File: src/rtl/irq_ctrl_defs.sv
// Shared definitions for the interrupt controller: register offsets and FSM encodings.
package irq_ctrl_defs;

   localparam logic [7:0] OFF_PENDING = 8'h00;
   localparam logic [7:0] OFF_MASK    = 8'h04;
   localparam logic [7:0] OFF_EDGE    = 8'h08;
   localparam logic [7:0] OFF_STATUS  = 8'h0C;

   typedef enum logic [1:0] {
      ST_IDLE    = 2'd0,
      ST_ASSERT  = 2'd1,
      ST_SERVICE = 2'd2
   } irq_state_e;

endpackage

File: src/rtl/irq_ctrl_if.sv
// CPU native memory bus as seen by the interrupt controller register window.
interface irq_ctrl_if;
   logic        mem_valid;
   logic [31:0] mem_addr;
   logic [31:0] mem_wdata;
   logic [3:0]  mem_wstrb;
   logic [31:0] mem_rdata;
   logic        mem_ready;

   modport master (
      output mem_valid, mem_addr, mem_wdata, mem_wstrb,
      input  mem_rdata, mem_ready
   );

   modport slave (
      input  mem_valid, mem_addr, mem_wdata, mem_wstrb,
      output mem_rdata, mem_ready
   );
endinterface

File: src/rtl/irq_ctrl_regs.sv
// Register window of the interrupt controller: bus decode, PENDING/MASK/EDGE storage, read mux.
module irq_ctrl_regs
   import irq_ctrl_defs::*;
#(
   parameter int          NUM_IRQ   = 3,
   parameter logic [31:0] BASE_ADDR = 32'h0300_0000
) (
   input  logic               clk,
   input  logic               reset,
   irq_ctrl_if.slave          bus,
   input  logic [NUM_IRQ-1:0] src_level,
   input  logic [NUM_IRQ-1:0] src_rise,
   input  logic [NUM_IRQ-1:0] svc_clr,
   input  irq_state_e         state,
   input  logic [3:0]         active_id,
   output logic [NUM_IRQ-1:0] pending,
   output logic [NUM_IRQ-1:0] mask,
   output logic [NUM_IRQ-1:0] edge_mode
);

   logic [NUM_IRQ-1:0] edge_pend;
   logic [NUM_IRQ-1:0] w1c;
   logic [7:0]         offset;
   logic [31:0]        rd_data;
   logic               hit;
   logic               ack;
   logic               wr_en;
   logic               unused_bus;

   assign offset = bus.mem_addr[7:0];
   assign hit    = bus.mem_valid && (bus.mem_addr[31:8] == BASE_ADDR[31:8]);
   // Ready is blocked in its own cycle so a CPU still holding valid is not acked twice.
   assign ack    = hit && !bus.mem_ready;
   assign wr_en  = ack && bus.mem_wstrb[0];
   assign w1c    = (wr_en && offset == OFF_PENDING) ? bus.mem_wdata[NUM_IRQ-1:0] : '0;

   assign pending    = (edge_mode & edge_pend) | (~edge_mode & src_level);
   assign unused_bus = ^{bus.mem_wdata[31:NUM_IRQ], bus.mem_wstrb[3:1]};

   always_comb begin
      rd_data = '0;
      case (offset)
         OFF_PENDING: rd_data[NUM_IRQ-1:0] = pending;
         OFF_MASK:    rd_data[NUM_IRQ-1:0] = mask;
         OFF_EDGE:    rd_data[NUM_IRQ-1:0] = edge_mode;
         OFF_STATUS: begin
            rd_data[9:8] = state;
            rd_data[3:0] = active_id;
         end
         default: ;
      endcase
   end

   always_ff @(posedge clk or posedge reset) begin
      if (reset) begin
         mask          <= '0;
         edge_mode     <= '1;
         edge_pend     <= '0;
         bus.mem_ready <= 1'b0;
         bus.mem_rdata <= '0;
      end else begin
         bus.mem_ready <= ack;
         bus.mem_rdata <= ack ? rd_data : '0;
         // A new edge wins over a same-cycle W1C or service clear; level sources keep this at 0.
         edge_pend <= edge_mode & (src_rise | (edge_pend & ~(w1c | svc_clr)));
         if (wr_en && offset == OFF_MASK)
            mask <= bus.mem_wdata[NUM_IRQ-1:0];
         if (wr_en && offset == OFF_EDGE)
            edge_mode <= bus.mem_wdata[NUM_IRQ-1:0];
      end
   end

endmodule

File: src/rtl/irq_sync.sv
// Two-flop synchronizer for one raw interrupt pin plus a third flop for rising-edge detect.
module irq_sync (
   input  logic clk,
   input  logic reset,
   input  logic din,
   output logic level,
   output logic rise
);

   logic meta;
   logic sync;
   logic prev;

   always_ff @(posedge clk or posedge reset) begin
      if (reset) begin
         meta <= 1'b0;
         sync <= 1'b0;
         prev <= 1'b0;
      end else begin
         meta <= din;
         sync <= meta;
         prev <= sync;
      end
   end

   assign level = sync;
   assign rise  = sync & ~prev;

endmodule

File: src/rtl/irq_ctrl.sv
// Interrupt controller top: per-pin synchronizers, register window and the assert/service FSM.
//   state      | meaning
//   ST_IDLE    | no vector driven, waiting for an eligible source
//   ST_ASSERT  | cpu_irq bit of latched source driven, waiting for EOI or retract
//   ST_SERVICE | CPU servicing latched source, waiting for its EOI to drop
module irq_ctrl
   import irq_ctrl_defs::*;
#(
   parameter int          NUM_IRQ   = 3,
   parameter int          BASE_BIT  = 5,
   parameter logic [31:0] BASE_ADDR = 32'h0300_0000
) (
   input  logic               clk,
   input  logic               reset,
   input  logic [NUM_IRQ-1:0] irq_in,
   irq_ctrl_if.slave          bus,
   output logic [31:0]        cpu_irq,
   input  logic [31:0]        cpu_eoi
);

   irq_state_e         state_q;
   irq_state_e         state_n;
   logic [NUM_IRQ-1:0] sel_q;
   logic [NUM_IRQ-1:0] sel_n;
   logic [NUM_IRQ-1:0] src_level;
   logic [NUM_IRQ-1:0] src_rise;
   logic [NUM_IRQ-1:0] src_eoi;
   logic [NUM_IRQ-1:0] pending;
   logic [NUM_IRQ-1:0] mask;
   logic [NUM_IRQ-1:0] edge_mode;
   logic [NUM_IRQ-1:0] eligible;
   logic [NUM_IRQ-1:0] winner;
   logic [NUM_IRQ-1:0] svc_clr;
   logic [3:0]         active_id;
   logic [31:0]        irq_n;
   logic               eoi_hit;
   logic               retract;
   logic               unused_eoi;

   for (genvar g = 0; g < NUM_IRQ; g++) begin : g_sync
      irq_sync u_sync (
         .clk   (clk),
         .reset (reset),
         .din   (irq_in[g]),
         .level (src_level[g]),
         .rise  (src_rise[g])
      );
   end

   irq_ctrl_regs #(
      .NUM_IRQ   (NUM_IRQ),
      .BASE_ADDR (BASE_ADDR)
   ) u_regs (
      .clk       (clk),
      .reset     (reset),
      .bus       (bus),
      .src_level (src_level),
      .src_rise  (src_rise),
      .svc_clr   (svc_clr),
      .state     (state_q),
      .active_id (active_id),
      .pending   (pending),
      .mask      (mask),
      .edge_mode (edge_mode)
   );

   assign src_eoi    = cpu_eoi[BASE_BIT +: NUM_IRQ];
   assign unused_eoi = ^cpu_eoi;
   assign eligible   = pending & mask;
   assign eoi_hit    = |(sel_q & src_eoi);
   assign retract    = (|(sel_q & ~mask)) || (|(sel_q & ~edge_mode & ~pending));

   always_comb begin
      winner = '0;
      for (int i = NUM_IRQ - 1; i >= 0; i--) begin
         if (eligible[i]) begin
            winner    = '0;
            winner[i] = 1'b1;
         end
      end
   end

   always_comb begin
      active_id = '0;
      for (int i = 0; i < NUM_IRQ; i++) begin
         if (sel_q[i])
            active_id = 4'(i);
      end
   end

   always_comb begin
      state_n = state_q;
      sel_n   = sel_q;
      svc_clr = '0;
      case (state_q)
         ST_IDLE: begin
            if (|eligible) begin
               sel_n   = winner;
               state_n = ST_ASSERT;
            end
         end
         ST_ASSERT: begin
            if (eoi_hit) begin
               state_n = ST_SERVICE;
               svc_clr = sel_q;
            end else if (retract) begin
               state_n = ST_IDLE;
            end
         end
         ST_SERVICE: begin
            if (!eoi_hit)
               state_n = ST_IDLE;
         end
         default: state_n = ST_IDLE;
      endcase
   end

   always_comb begin
      irq_n = '0;
      if (state_n == ST_ASSERT)
         irq_n[BASE_BIT +: NUM_IRQ] = sel_n;
   end

   always_ff @(posedge clk or posedge reset) begin
      if (reset) begin
         state_q <= ST_IDLE;
         sel_q   <= '0;
         cpu_irq <= '0;
      end else begin
         state_q <= state_n;
         sel_q   <= sel_n;
         cpu_irq <= irq_n;
      end
   end

endmodule

File: src/flat_wrapper.sv
// flat-port wrapper written by rule: the top's interface ports become plain ports
module irq_ctrl_flat import irq_ctrl_defs::*;
#(
   parameter int          NUM_IRQ   = 3,
   parameter int          BASE_BIT  = 5,
   parameter logic [31:0] BASE_ADDR = 32'h0300_0000
)
  (clk, reset, irq_in, cpu_irq, cpu_eoi, bus_mem_valid, bus_mem_addr, bus_mem_wdata, bus_mem_wstrb, bus_mem_rdata, bus_mem_ready);
  irq_ctrl_if bus_i ();
  input  logic clk;
  input  logic reset;
  input  logic [NUM_IRQ-1:0] irq_in;
  output logic [31:0] cpu_irq;
  input  logic [31:0] cpu_eoi;
  input wire logic [$bits(bus_i.mem_valid)-1:0] bus_mem_valid;
  input wire logic [$bits(bus_i.mem_addr)-1:0] bus_mem_addr;
  input wire logic [$bits(bus_i.mem_wdata)-1:0] bus_mem_wdata;
  input wire logic [$bits(bus_i.mem_wstrb)-1:0] bus_mem_wstrb;
  output wire logic [$bits(bus_i.mem_rdata)-1:0] bus_mem_rdata;
  output wire logic [$bits(bus_i.mem_ready)-1:0] bus_mem_ready;
  assign bus_i.mem_valid = bus_mem_valid;
  assign bus_i.mem_addr = bus_mem_addr;
  assign bus_i.mem_wdata = bus_mem_wdata;
  assign bus_i.mem_wstrb = bus_mem_wstrb;
  assign bus_mem_rdata = bus_i.mem_rdata;
  assign bus_mem_ready = bus_i.mem_ready;
  irq_ctrl #(.NUM_IRQ(NUM_IRQ), .BASE_BIT(BASE_BIT), .BASE_ADDR(BASE_ADDR)) u_core (.clk(clk), .reset(reset), .irq_in(irq_in), .bus(bus_i), .cpu_irq(cpu_irq), .cpu_eoi(cpu_eoi));
endmodule
File: config.mk
export PLATFORM = sky130hd
export DESIGN_NAME = irq_ctrl_flat
export DESIGN_NICKNAME = d
export VERILOG_FILES = /design/src/rtl/irq_ctrl_defs.sv /design/src/rtl/irq_ctrl_if.sv /design/src/rtl/irq_ctrl_regs.sv /design/src/rtl/irq_sync.sv /design/src/rtl/irq_ctrl.sv /design/src/flat_wrapper.sv
export SDC_FILE = /design/constraint.sdc
export NUM_CORES = 1
export LEC_CHECK = 0
export CORE_UTILIZATION = 32
export DETAILED_ROUTE_END_ITERATION = 8
export GPL_TIMING_DRIVEN = 1
export PLACE_DENSITY = 0.82
export REMOVE_ABC_BUFFERS = 1
export SLEW_MARGIN = 20
export SYNTH_ARGS = -nofsm -noshare
export SYNTH_HDL_FRONTEND = slang
export SYNTH_SLANG_ARGS = --single-unit
File: constraint.sdc
create_clock -name clk -period 2.5 [get_ports clk]
set_clock_uncertainty 0.1 [all_clocks]
set_input_delay 0.5 -clock clk [delete_from_list [all_inputs] [get_ports clk]]
set_output_delay 0.5 -clock clk [all_outputs]
set_load 0.02 [all_outputs]
# --- Word level (Yosys, flattened, before mapping) ---
# Index checks and enable logic that the tools add are counted.
# W data, S select, Z words.
totals:
  register_bits: 37
  in_bits: 106
  output_inout_bits: 65
  word_cells: 80
op_classes:
  eq_ne: 7
  n_mux: 20
  n_bitwise: 22
  reduce_logical: 14
op_table:
  columns: ["cell", "count"]
  rows:
  - ["$and A3 B3 Y3", 9]
  - ["$mux W3", 9]
  - ["$eq A24 B18 Y1 const B", 1]
  - ["$eq A8 B4 Y1 const B", 2]
  - ["$mux W2", 6]
  - ["$not A3 Y3", 4]
  - ["$pmux W3 S4", 1]
  - ["$reduce_or A3 Y1", 4]
  - ["$mux W10", 1]
  - ["$or A3 B3 Y3", 3]
  - ["$eq A8 B3 Y1 const B", 1]
  - ["$logic_not A8 Y1", 1]
  - ["$logic_and A1 B1 Y1", 6]
  - ["$pmux W2 S3", 1]
  - ["$eq A2 B1 Y1 const B", 2]
  - ["$and A1 B1 Y1", 3]
  - ["$not A1 Y1", 3]
  - ["$eq A2 B2 Y1 const B", 1]
  - ["$logic_not A2 Y1", 1]
  - ["$mux W1", 2]
  - ["$logic_not A1 Y1", 1]
  - ["$logic_or A1 B1 Y1", 1]

# --- Logic depth before layout (Yosys ltp) ---
depth:
  word_depth: 12
  ltp_mapped: 4

# --- By module ---
# Synthesis repeated with hierarchy kept, for this count alone.
unflattened:
  hier_cells: 185
  area_unflattened_um2: 2034.5
by_module_without_submodules:
  columns: ["module", "instances", "cells_per_inst", "area_per_inst_um2"]
  rows:
  - ["irq_ctrl_regs", 1, 95, 1117.3]
  - ["irq_ctrl", 1, 75, 639.4]
  - ["irq_sync", 3, 5, 92.6]

# --- Worst setup path before layout ---
# No wires, ideal clock.
synth_path:
  kind: "input to register"
  from: "input bus_mem_addr[9]"
  to: "register u_core.u_regs.mask[0]"
  setup_ps: 125
  t_arrival_ps: 1754
  required_ps: 2275
  path_slack_ps: 521
  stages: 4
  n_path_buf: 0
  path_cell_list: "nor4_2 nand4_4 nor4_4 mux2_2"
synth_between:
  elab_chain_cells: 5
synth_lines:
  columns: ["element", "line_no", "rtl"]
  rows:
  - ["start: declaration", "flat_wrapper.sv:16", "input wire logic [$bits(bus_i.mem_addr)-1:0] bus_mem_addr;"]
  - ["$eq A24 B18 Y1", "irq_ctrl_regs.sv:31", "assign hit = bus.mem_valid && (bus.mem_addr[31:8] == BASE_ADDR[31:8]);"]
  - ["$logic_and A1 B1 Y1", "irq_ctrl_regs.sv:31", null]
  - ["$logic_and A1 B1 Y1", "irq_ctrl_regs.sv:33", "assign ack = hit && !bus.mem_ready;"]
  - ["$logic_and A1 B1 Y1", "irq_ctrl_regs.sv:34", "assign wr_en = ack && bus.mem_wstrb[0];"]
  - ["$logic_and A1 B1 Y1", "irq_ctrl_regs.sv:66", "if (wr_en && offset == OFF_MASK)"]
  - ["end signal: assignment", "irq_ctrl_regs.sv:67", "mask <= bus.mem_wdata[NUM_IRQ-1:0];"]
  - ["end: declaration", "irq_ctrl_regs.sv:17", "output logic [NUM_IRQ-1:0] mask,"]
# No other way between the ends.
# A chain may end at the register's enable or synchronous reset.

# --- Worst setup path after layout ---
layout_path:
  from: "input bus_mem_addr[26]"
  to: "register u_core.u_regs.mask[1]"
# Same word-level chain as after synthesis.

==> impl_metrics.tcl <==
set metrics [dict create \
    final_slew_viol_count 0 \
    clock_insertion_delay_worst_skew_ns 0.28 \
    min-delay-path-class "reg2reg" \
    ir_worst_vdd_v 0.000279 \
    total_leakage_power_nw 1.13 \
    worst-path-max-fanout 3 \
    dr.pass1.iters 5 \
    numClockSinks 32 \
    worst_r2r_startpoint "u_core.u_regs.edge_mode[0]$_DFFE_PP1P_" \
    grtUsageTotal_pct 12.5 \
    place_congestion 0.852 \
    grt_pass1_vias 1292 \
    post_synth.cell_area_avg_sq_um 10.8 \
    ys.flop_type "sky130_fd_sc_hd__dfrtp_1" \
    power_per_cell_area_mw_per_mm2 453 \
    outcome "finished clean" \
    post-cts-setup-buffer-count 0 \
    top_level_ports 171 \
    report.power.total_mw 1.12 \
    placement_rows 27 \
    stdcell_count 316 \
    dpl.cell_count 308 \
    setup_violations 0 \
    clock_tree_from_tritoncts "built" \
    synth_top_cells_by_area "sky130_fd_sc_hd__dfrtp_1, sky130_fd_sc_hd__buf_4, sky130_fd_sc_hd__mux2_2" \
    finalInstanceArea_sq_mm 0.00246 \
    setup_crit_end_kind "flop" \
    post-synth-top-area-cell "sky130_fd_sc_hd__dfrtp_1" \
    clkTransAtPathRegs_ns 0.07 \
    start_util_pct 34.2 \
    dr_total_vias 1405 \
    overflow 0 \
    placedInstanceArea_sq_mm 0.00237 \
    insertedDiodeCount 0 \
    avgRoutedWirePerCell_um 12.0 \
    post_synth_instance_area_sq_mm 0.00193 \
    hp-start "u_core.g_sync[1].u_sync.meta$_DFF_PP0_" \
    rrSetupSlack_ns 0.62 \
    detail_route.drc_violations 0 \
    whs_ns 0.249 \
    worstSetupPathType "in2reg" \
    setup_tns_ns 0 \
    postRouteAntennaNets 0 \
    final_layout_size_suffix_gt1_share_pct 14.3 \
    worst_setup_startpoint "bus_mem_addr[26]" \
    chipHeight_um 79.7 \
    min_path_cells 0 \
    setup.worst_path.start_class "input port" \
    worst_r2r_path_depth 4 \
    cts_repair_resize_count 0 \
    grt_antenna_before_repair 0 \
    timing.fmax_mhz 437 \
    grt_start_max_net_pins 33 \
    core-area_sq_mm 0.00564 \
    cp_data_required_time_ns 2.57 \
    die_area_sq_mm 0.00634 \
    ys_warn_count 0 \
    number_of_standard_cells_after_synthesis 179 \
    maxCapViolCount 0 \
    clock_tree.buffer_depth 2 \
    async_reset_ff_share_pct 100 \
    post-synth-top-area-fraction_pct 37.6 \
    drt_first_iter_violations 131 \
    final_hold_viol_count 0 \
    totalWireLength_um 3790 \
    most_common_cell_in_the_netlist "sky130_fd_sc_hd__buf_4" \
    portBuffers 53 \
    grt_pass1_wl_um 5950 \
    layout_min_cycle_time_ns 2.29 \
    yosys_register_bits 32 \
    area_growth_pct 27.7 \
    drt-vias-per-instance 4.45 \
    synth-seq-area-share_pct 41.7 \
    yosys-top-cells-count "sky130_fd_sc_hd__buf_4, sky130_fd_sc_hd__dfrtp_1, sky130_fd_sc_hd__mux2_2" \
    final_nets 349 \
    synth_edf_count 0 \
    worstReg2RegEnd "u_core.cpu_irq[6]$_DFF_PP0_" \
    post_cts_hold_buffer_count 0 \
    unrepaired_setup_endpoints_after_global_routing "false" \
    clock_tree.root_cell "sky130_fd_sc_hd__clkbuf_8" \
    min_delay_worst_endpoint "u_core.g_sync[1].u_sync.level$_DFF_PP0_" \
    number_of_buffers_created_by_cts 5 \
    htreeDepth 2 \
    dp_hpwl_um 3090 \
    cp_data_arrival_time_ns 2.35 \
    die_x_um 79.7 \
    synth.lib_cells_used.distinct 38 \
    final.period_utilization_pct 91.4 \
]
metrics by stage:
stage / utilization (%) / worst slack [ns]
after global routing: 43.7 / 0.129
after floorplan: - / 0.521
final: 43.7 / 0.214
after detailed placement: 42.1 / -0.0879
after global placement: 42.1 / -0.00230
after CTS: 43.7 / 0.206
power by group:
part           switching, mW  internal, mW  total (mW)  leakage (nW)
combinational          0.112        0.0720       0.184         0.673
clock                  0.179         0.224       0.403        0.0455
sequential           0.00400         0.526       0.530         0.410
total                  0.295         0.822        1.12          1.13
worst max path at each step:
stage / depth (start not counted) / to
6_report: 5 / u_core.u_regs.mask[1]$_DFFE_PP0P_
3_5_place_dp: 6 / u_core.u_regs.bus.mem_rdata[9]$_DFF_PP0_
4_1_cts: 6 / u_core.u_regs.bus.mem_rdata[9]$_DFF_PP0_
2_1_floorplan: 4 / u_core.u_regs.mask[0]$_DFFE_PP0P_
3_3_place_gp: 5 / u_core.u_regs.mask[1]$_DFFE_PP0P_
5_1_grt: 6 / u_core.u_regs.bus.mem_rdata[9]$_DFF_PP0_
area by class of cell:
cell class | count | area, sq um
inverter | 4 | 15.0
fill | 533 | 3180
timing repair buffer | 58 | 568
sequential | 32 | 805
tap | 72 | 90.1
multi-input combinational | 142 | 896
clock buffer | 8 | 90.1
worst max-delay path, stage by stage:
cell and delay, ns:
sky130_fd_sc_hd__clkdlybuf4s50_1 0.43, sky130_fd_sc_hd__nor4b_1 0.43, sky130_fd_sc_hd__nand3_2 0.22, sky130_fd_sc_hd__nor4_4 0.39, sky130_fd_sc_hd__mux2_2 0.38
kinds of logic (layout without fill, tap and decap cells):
kind of cell           Yosys count  in the layout  share of synthesized area (%)
AO/OA/AOI/OAI                   19             19                           7.20
buffers and inverters           60             70                           22.6
flip-flops                      32             32                           41.7
multiplexers                    11             11                           7.59
other                            1             56                          0.194
AND/OR/NAND/NOR                 56             56                           20.8
registers in the layout, summed over array words and instances, names as in the netlist:
signal,count
u_core.g_sync.u_sync.level,3
u_core.g_sync.u_sync.meta,3
u_core.u_regs.bus.mem_rdata,5
u_core.u_regs.edge_mode,3
u_core.u_regs.bus.mem_ready,1
u_core.u_regs.edge_pend,3
u_core.g_sync.u_sync.prev,3
u_core.state_q,2
u_core.cpu_irq,3
u_core.u_regs.mask,3
u_core.sel_q,3
placed cells by master (no fill, tap or decap), types with 3 or more instances in the layout:
cell                               n
sky130_fd_sc_hd__nor2_1            7
sky130_fd_sc_hd__buf_4             5
sky130_fd_sc_hd__nand2_1           6
sky130_fd_sc_hd__nor4_1            6
sky130_fd_sc_hd__dfstp_2           3
sky130_fd_sc_hd__conb_1           56
sky130_fd_sc_hd__inv_1             4
sky130_fd_sc_hd__nor4_4            3
sky130_fd_sc_hd__a21o_1            3
sky130_fd_sc_hd__clkbuf_8          6
sky130_fd_sc_hd__a21oi_1           3
sky130_fd_sc_hd__dfrtp_1          29
sky130_fd_sc_hd__mux2_2            9
sky130_fd_sc_hd__nand3_1           4
sky130_fd_sc_hd__o22ai_1           3
sky130_fd_sc_hd__clkdlybuf4s50_1  53
sky130_fd_sc_hd__nand4_1           3
sky130_fd_sc_hd__nor3_1            3
sky130_fd_sc_hd__nand2b_1          3
sky130_fd_sc_hd__and3_1            4
sky130_fd_sc_hd__nor2b_1           5
layer usage:
| metal | GRT usage (%) | up-vias | part of all wire [%] |
|---|---|---|---|
| li1 | - | 657 | - |
| met1 | 14.4 | 659 | 39 |
| met2 | 21.5 | 80 | 50 |
| met3 | 3.43 | 9 | 9.7 |
| met4 | 5.82 | 0 | 2.0 |
| met5 | 0 | - | 0 |
(Power assumes the default switching activity.)
